===== config.mk =====
export PLATFORM = sky130hd
export DESIGN_NAME = frame_fetch_ctrl
export DESIGN_NICKNAME = d
export VERILOG_FILES = /design/src/rtl/frame_pkg.sv /design/src/rtl/frame_fetch_ctrl_scan_counter.sv /design/src/rtl/frame_fetch_ctrl.sv
export SDC_FILE = /design/constraint.sdc
export NUM_CORES = 1
export LEC_CHECK = 0
export BUFFER_PORTS_ARGS = -buffer_cell sky130_fd_sc_hd__buf_2
export CAP_MARGIN = 20
export CORE_MARGIN = 4
export CORE_UTILIZATION = 50
export CTS_BUF_LIST = sky130_fd_sc_hd__clkbuf_4 sky130_fd_sc_hd__clkbuf_8
export DETAILED_ROUTE_END_ITERATION = 7
export PLACE_DENSITY = 0.85
export SYNTH_ARGS = -nofsm -noshare
export SYNTH_HDL_FRONTEND = slang
export SYNTH_SLANG_ARGS = --single-unit

===== constraint.sdc =====
create_clock -name clk -period 3.2 [get_ports clk]
set_input_delay 0.32 -clock clk [delete_from_list [all_inputs] [get_ports clk]]
set_output_delay 0.32 -clock clk [all_outputs]
set_load 0.05 [all_outputs]

===== src/rtl/frame_pkg.sv =====
// frame_pkg: shared types and constants for the bitmap frame fetch controller.
//   fetch_state_t   - controller FSM states
//   BYTES_PER_PIXEL - bytes per 24bpp BMP pixel (stored B, G, R)
//   ROW_ALIGN       - BMP row stride alignment in bytes
//   pixel_t         - assembled {R,G,B} pixel
package frame_pkg;

    typedef enum logic [2:0] {
        IDLE,
        RD,
        CAP,
        OUT,
        DONE
    } fetch_state_t;

    localparam int BYTES_PER_PIXEL = 3;
    localparam int ROW_ALIGN       = 4;
    localparam int ALIGN_BITS      = $clog2(ROW_ALIGN);
    localparam int PIX_BITS        = 8 * BYTES_PER_PIXEL;

    typedef logic [PIX_BITS-1:0] pixel_t;

endpackage


===== src/rtl/frame_fetch_ctrl_scan_counter.sv =====
// scan_counter: column/row position tracker for one frame.
//   clk, reset        - clock, synchronous active-high reset
//   i_clear           - restart at x=0, row=0 (frame start)
//   i_step            - advance one pixel (pixel handshake)
//   i_width, i_height - latched frame dimensions
//   o_x, o_y          - current column, image row (bottom-up: height-1-row)
//   o_sol/o_eol       - current pixel starts/ends a line
//   o_sof/o_eof       - current pixel starts/ends the frame
//   o_last            - same as o_eof, used by the FSM to finish
module scan_counter
    import frame_pkg::*;
#(
    parameter int DIM_W = 16
) (
    input  logic             clk,
    input  logic             reset,
    input  logic             i_clear,
    input  logic             i_step,
    input  logic [DIM_W-1:0] i_width,
    input  logic [DIM_W-1:0] i_height,
    output logic [DIM_W-1:0] o_x,
    output logic [DIM_W-1:0] o_y,
    output logic             o_sol,
    output logic             o_eol,
    output logic             o_sof,
    output logic             o_eof,
    output logic             o_last
);

    logic [DIM_W-1:0] r_x;
    logic [DIM_W-1:0] r_row;
    logic             w_first_row;
    logic             w_last_row;

    assign w_first_row = (r_row == '0);
    assign w_last_row  = (r_row == i_height - DIM_W'(1));

    assign o_x    = r_x;
    assign o_y    = i_height - DIM_W'(1) - r_row;
    assign o_sol  = (r_x == '0);
    assign o_eol  = (r_x == i_width - DIM_W'(1));
    assign o_sof  = o_sol & w_first_row;
    assign o_eof  = o_eol & w_last_row;
    assign o_last = o_eof;

    always_ff @(posedge clk) begin
        if (reset || i_clear) begin
            r_x   <= '0;
            r_row <= '0;
        end else if (i_step) begin
            if (o_eol) begin
                r_x   <= '0;
                r_row <= r_row + DIM_W'(1);
            end else begin
                r_x <= r_x + DIM_W'(1);
            end
        end
    end

endmodule


===== src/rtl/frame_fetch_ctrl.sv =====
// frame_fetch_ctrl: walks a 24bpp BMP pixel array in byte-wide memory and
// hands out one {R,G,B} pixel at a time over valid/ready.
//   clk, reset              - clock, synchronous active-high reset
//   start                   - frame request, honoured in IDLE only
//   width, height, base_addr- frame geometry, latched on accepted start
//   mem_rd, mem_addr        - byte read strobe/address
//   mem_rdata               - read data, valid the cycle after mem_rd
//   pix_valid, pix_ready    - pixel handshake
//   pix_data, pix_x, pix_y  - pixel and its coordinates (y counts down)
//   pix_sol/eol/sof/eof     - line/frame markers, qualified by pix_valid
//   busy                    - frame in progress
//   done                    - one-cycle pulse at frame completion
module frame_fetch_ctrl
    import frame_pkg::*;
#(
    parameter int ADDR_W  = 20,
    parameter int DIM_W   = 16,
    parameter int PIXEL_W = 24
) (
    input  logic               clk,
    input  logic               reset,
    input  logic               start,
    input  logic [DIM_W-1:0]   width,
    input  logic [DIM_W-1:0]   height,
    input  logic [ADDR_W-1:0]  base_addr,
    output logic               mem_rd,
    output logic [ADDR_W-1:0]  mem_addr,
    input  logic [7:0]         mem_rdata,
    output logic               pix_valid,
    input  logic               pix_ready,
    output logic [PIXEL_W-1:0] pix_data,
    output logic [DIM_W-1:0]   pix_x,
    output logic [DIM_W-1:0]   pix_y,
    output logic               pix_sol,
    output logic               pix_eol,
    output logic               pix_sof,
    output logic               pix_eof,
    output logic               busy,
    output logic               done
);

    localparam logic [1:0] LAST_BYTE = 2'(BYTES_PER_PIXEL - 1);

    fetch_state_t      r_state;
    fetch_state_t      w_state_nxt;

    logic [DIM_W-1:0]  r_width;
    logic [DIM_W-1:0]  r_height;
    logic [ADDR_W-1:0] r_addr;
    logic [1:0]        r_b;
    logic              r_rd_d;
    logic [1:0]        r_bidx_d;
    logic [7:0]        r_byte_b;
    logic [7:0]        r_byte_g;
    logic [7:0]        r_byte_r;

    logic              w_accept;
    logic              w_hs;
    pixel_t            w_pix;
    logic [DIM_W-1:0]  w_x;
    logic [DIM_W-1:0]  w_y;
    logic              w_sol;
    logic              w_eol;
    logic              w_sof;
    logic              w_eof;
    logic              w_last;

    assign w_accept = (r_state == IDLE) && start;
    assign w_hs     = (r_state == OUT) && pix_ready;
    assign w_pix    = {r_byte_r, r_byte_g, r_byte_b};

    scan_counter #(
        .DIM_W (DIM_W)
    ) u_scan (
        .clk      (clk),
        .reset    (reset),
        .i_clear  (w_accept),
        .i_step   (w_hs),
        .i_width  (r_width),
        .i_height (r_height),
        .o_x      (w_x),
        .o_y      (w_y),
        .o_sol    (w_sol),
        .o_eol    (w_eol),
        .o_sof    (w_sof),
        .o_eof    (w_eof),
        .o_last   (w_last)
    );

    // State register
    always_ff @(posedge clk) begin
        if (reset) r_state <= IDLE;
        else       r_state <= w_state_nxt;
    end

    // Next state
    always_comb begin
        w_state_nxt = r_state;
        case (r_state)
            IDLE: if (start) w_state_nxt = (width == '0 || height == '0) ? DONE : RD;
            RD:   if (r_b == LAST_BYTE) w_state_nxt = CAP;
            CAP:  w_state_nxt = OUT;
            OUT:  if (pix_ready) w_state_nxt = w_last ? DONE : RD;
            DONE: w_state_nxt = IDLE;
            default: w_state_nxt = IDLE;
        endcase
    end

    // Outputs; pixel fields are forced to 0 outside OUT so idle outputs
    // never show stale geometry (e.g. height-1 wrapping to all ones).
    always_comb begin
        mem_rd    = 1'b0;
        mem_addr  = '0;
        pix_valid = 1'b0;
        pix_data  = '0;
        pix_x     = '0;
        pix_y     = '0;
        pix_sol   = 1'b0;
        pix_eol   = 1'b0;
        pix_sof   = 1'b0;
        pix_eof   = 1'b0;
        busy      = 1'b0;
        done      = 1'b0;
        case (r_state)
            RD: begin
                mem_rd   = 1'b1;
                mem_addr = r_addr;
                busy     = 1'b1;
            end
            CAP: busy = 1'b1;
            OUT: begin
                pix_valid = 1'b1;
                pix_data  = PIXEL_W'(w_pix);
                pix_x     = w_x;
                pix_y     = w_y;
                pix_sol   = w_sol;
                pix_eol   = w_eol;
                pix_sof   = w_sof;
                pix_eof   = w_eof;
                busy      = 1'b1;
            end
            DONE: done = 1'b1;
            default: ;
        endcase
    end

    // Address walk and byte capture. Each read's data lands one cycle
    // later, so the byte index is delayed alongside the read strobe; the
    // R byte therefore arrives during CAP.
    always_ff @(posedge clk) begin
        if (reset) begin
            r_width  <= '0;
            r_height <= '0;
            r_addr   <= '0;
            r_b      <= '0;
            r_rd_d   <= 1'b0;
            r_bidx_d <= '0;
            r_byte_b <= '0;
            r_byte_g <= '0;
            r_byte_r <= '0;
        end else begin
            r_rd_d   <= (r_state == RD);
            r_bidx_d <= r_b;
            if (r_rd_d) begin
                case (r_bidx_d)
                    2'd0:    r_byte_b <= mem_rdata;
                    2'd1:    r_byte_g <= mem_rdata;
                    default: r_byte_r <= mem_rdata;
                endcase
            end
            if (w_accept) begin
                r_width  <= width;
                r_height <= height;
                r_addr   <= base_addr;
                r_b      <= '0;
            end else if (r_state == RD) begin
                r_addr <= r_addr + ADDR_W'(1);
                r_b    <= (r_b == LAST_BYTE) ? 2'd0 : r_b + 2'd1;
            end else if (w_hs && w_eol) begin
                // Row stride is 3*width rounded up to 4: pad = width mod 4
                r_addr <= r_addr + ADDR_W'(r_width[ALIGN_BITS-1:0]);
            end
        end
    end

endmodule


==> results by stage <==
Timing:
- At the pin with the least slew margin, the transition time is about 0.80 ns.
- Static timing analysis puts the maximum clock frequency at 266 MHz.
- The final worst-path cycle share is 117%.
- Setup repair after global routing could not meet its margin everywhere.
- The number of failing hold endpoints at the final stage was 0.
- Subtracting the final worst setup slack from the clock period gives 3.76 ns.
- The worst slew margin relative to its limit is between 40% and 50%.
- The smallest setup slack after layout is -0.560 ns.
- The count of pins over their slew limit is 0.
- The final setup violation count is 22.
- For the final database, setup skew stands at 0.0107 ns.

Pwr:
- The analysis attributes to cell leakage a power of 4.11 nW.
- For this design the ratio of total power to cell area is between 800 and 900 nW/µm².
- VDD sags by at most 417 µV.

CTS:
- For this design, the CTS-stage hold fixing added 0 buffers.
- Buffers inserted during clock tree synthesis total 17.
- In this run the number of H-tree levels came out at 4.
- The TritonCTS sink count is 116.
- The root buffer selected by CTS is clkbuf_8.
- TritonCTS built the clock tree.
- The clock insertion delay at the later pin of the skew report is 0.45 ns.
- Clock-pin slew was measured on the worst setup and hold paths at approximately 0.060 ns.
- The clock passes through at most 2 buffers.

Route:
- Dividing the detail-routed wire length by the instance count gives approximately 18 µm.
- Detailed routing inserted a total of about 8,100 vias.
- The residual antenna-violating net count after detailed routing is 0.
- The number of violations reported at the end of detailed-routing iteration 0 is 911.
- Using the TritonRoute via totals, the vias-per-cell ratio works out to 6.02.
- The final routed DRC violation total is 0.
- The final layout contains routed wiring with a total length of 24.3 mm.
- The total iterations of the first detailed-routing run is 6.

Yosys:
- By area the synthesized netlist is led by dfxtp_1, nand2_1, nor2_1.
- The count of unique library cells instantiated by Yosys is 62.
- The main flop type after synthesis is dfxtp_1.
- The per-instance average area after synthesis is around 7.6 µm².
- The warning count from the yosys run is 0.
- Of the post-synthesis cell area, the dominant cell type holds 32.4%.
- Summing every instance area after synthesis gives 7160 µm².
- The post-synthesis net count is 1,030.
- Counting flops and latches in the post-synthesis netlist gives 116.
- Sorting the synthesized cells by how often they occur yields nand2_1, dfxtp_1, nor2_1, a21oi_1, and2_1.
- Yosys instantiated no cell more often than nand2_1.
- After synthesis, the share of flip-flops with an asynchronous set or reset is 0%.
- The cell type with the largest total area after synthesis is dfxtp_1.
- After synthesis, flip-flops and latches occupy between 30% and 40% of the total area.
- The number of standard cells after synthesis is 941.
- The number of enable-type register cells in the synthesized netlist is 0.

Cells and area:
- The net count reported at finish is 1,243.
- The multi-input combinational cell area is 4940 µm².
- The register area is 2330 µm².
- Leaving out filler cells and counting taps, the final layout contains around 1,300.
- The count of fill cells added during filler insertion is 1,002.
- The repair_antennas step left the layout with diodes totalling 0.
- The share of final-layout standard cells stronger than drive strength 1 is a little under a third.
- Compared with the post-synthesis result, the final layout area differs by 35.9%.
- Cells fill roughly 70% of the core in the end.

Global route:
- The via count of the first global-routing pass is 7,532.
- The number of antenna violations at the first check in global routing is 1.
- The first global-routing pass estimated 35.8 mm of wire.
- Entering global routing, the biggest net connects 70 pins.
- The sum of overflow across all layers after global routing is 0.
- Global routing used 26.6% of the available tracks.

Worst hold path:
- The min-delay analysis places its worst path in the category in2reg.

Floorplanning:
- The cell row count is 43.
- The area of the core is ~14,000 µm².
- The die is between 100 and 150 µm wide.
- The die area is ~16,000 µm².
- The overall die height is between 100 and 150 µm.
- In this run the count of I/O pins placed on the die edge is 148.
- The initial core utilization is 51.4%.

Critical path:
- The critical path required time is 2.88 ns.
- The worst setup path is of the reg2out kind.
- STA classifies the critical path startpoint as a flip-flop.
- For the worst setup path, the data arrival time is 3.44 ns.
- The type of element capturing the critical path is a primary output.
- Along the worst path, the maximum fanout reaches 3.

Placed design:
- The global placement routability congestion is approximately 0.87.
- Detailed placement ended at an HPWL of 14.8 mm.
- The count of buffers inserted at the top-level ports is 147.
- The placed cell count is 1,281.
- At the placement stage, the worst setup path has a slack of -0.109 ns.

Job:
- The max-capacitance violation count is 0.

Status:
- The checks that failed: negative setup slack.
- The run finished, with violations left.
[where the power goes]
part           internal (W)  total (W)  switching (W)
clock network      0.000896    0.00150       0.000605
logic               0.00193    0.00447        0.00254
registers           0.00163    0.00184       0.000202
[cells by family (layout without fill, tap and decap cells)]
kind of cell	after synthesis	count (layout)	synth area share, %
AOI/OAI and AO/OA	163	163	14.7
buffers and inverters	95	319	5.12
xor gates and xnor gates	59	59	7.22
and+or+nand+nor	459	459	32.6
DFF	116	116	32.4
adders and majority gates	25	25	4.58
muxes	24	24	3.37
[cell usage in the layout (no fill, tap or decap), types with 6 or more instances in the layout]
master	Yosys	layout
a31oi_1	12	8
o21ai_0	32	26
nor2_2	0	7
dfxtp_2	0	9
buf_2	1	137
nor3_1	19	15
or3_4	0	6
buf_4	0	76
clkbuf_8	0	20
nand4_1	18	18
xnor2_1	28	25
nand3b_1	9	9
a21oi_1	65	60
or4_4	1	6
ha_1	23	17
and2_1	58	57
buf_6	1	29
dfxtp_1	116	107
xor2_1	31	29
nor2_1	99	91
a311oi_1	8	6
o31ai_1	7	7
nand3_1	34	33
and3_1	16	13
or3_1	25	19
mux2i_1	23	23
nor4_1	28	23
nand2_1	122	119
inv_1	42	40
[state kept, by name (all words and copies together), names as in the netlist]
register	cells
r_rd_d	1
r_byte_b	8
r_bidx_d	2
r_byte_g	8
u_scan.r_row	16
r_state	3
r_width	16
r_addr	20
u_scan.o_x	16
r_b	2
r_byte_r	8
r_height	16
[timing repair]
action	4_1_cts	5_1_grt
buffers inserted	15	20
endpoints found under the setup margin	14	45
resized for setup	66	79
gates cloned	0	3
pin swaps	33	54
[final cells by class]
type	instances	area share [%]
inverter	43	1.66
multi-input combinational	730	50.8
clock buffer	20	2.83
timing repair buffer	246	16.9
clock inverter	10	1.59
tap	180	2.31
sequential	116	24.0
[metal layers]
metal	vias up	wire length (µm)	GRT usage, %
li1	3721	-	-
met1	3760	9570	32.4
met2	500	11500	44.8
met3	120	2090	6.04
met4	2	1130	12.0
met5	-	7	0
[stage by stage]
stage               setup TNS, ns  cell area [µm²]  total power [W]  hold slack (ns)
floorplan                       0             7200          0.00419            0.432
finish                      -3.94             9730          0.00780           0.0909
global placement          -0.0443             8440          0.00509            0.439
CTS                         -2.30             9240          0.00703           0.0726
detailed placement         -0.197             8440          0.00516            0.449
global route                -8.23             9730          0.00818           0.0869
[critical path: stages (launching register included)]
cell	delay, ns
dfxtp_2	0.33
nor4_2	0.25
buf_4	0.17
nand2_4	0.06
or3_4	0.35
xnor2_2	0.15
ha_1	0.34
and3_1	0.18
o211ai_1	0.13
a31oi_2	0.28
buf_4	0.18
a31oi_2	0.10
xor2_1	0.17
nor2_2	0.12
buf_6	0.17
[path summary, 6_finish.rpt]
| kind | slack, ns | to | start | depth (start not counted) |
|---|---|---|---|---|
| hold reg to reg | 0.46 | r_byte_r[4] | r_byte_r[4] | 2 |
| setup / recovery | -0.56 | pix_y[13] | r_height[3] | 14 |
| hold / removal | 0.09 | r_state[1] | pix_ready | 2 |
| setup reg to reg | -0.10 | r_addr[12] | r_width[11] | 10 |
No activity file was read; power rests on OpenSTA's default activity.
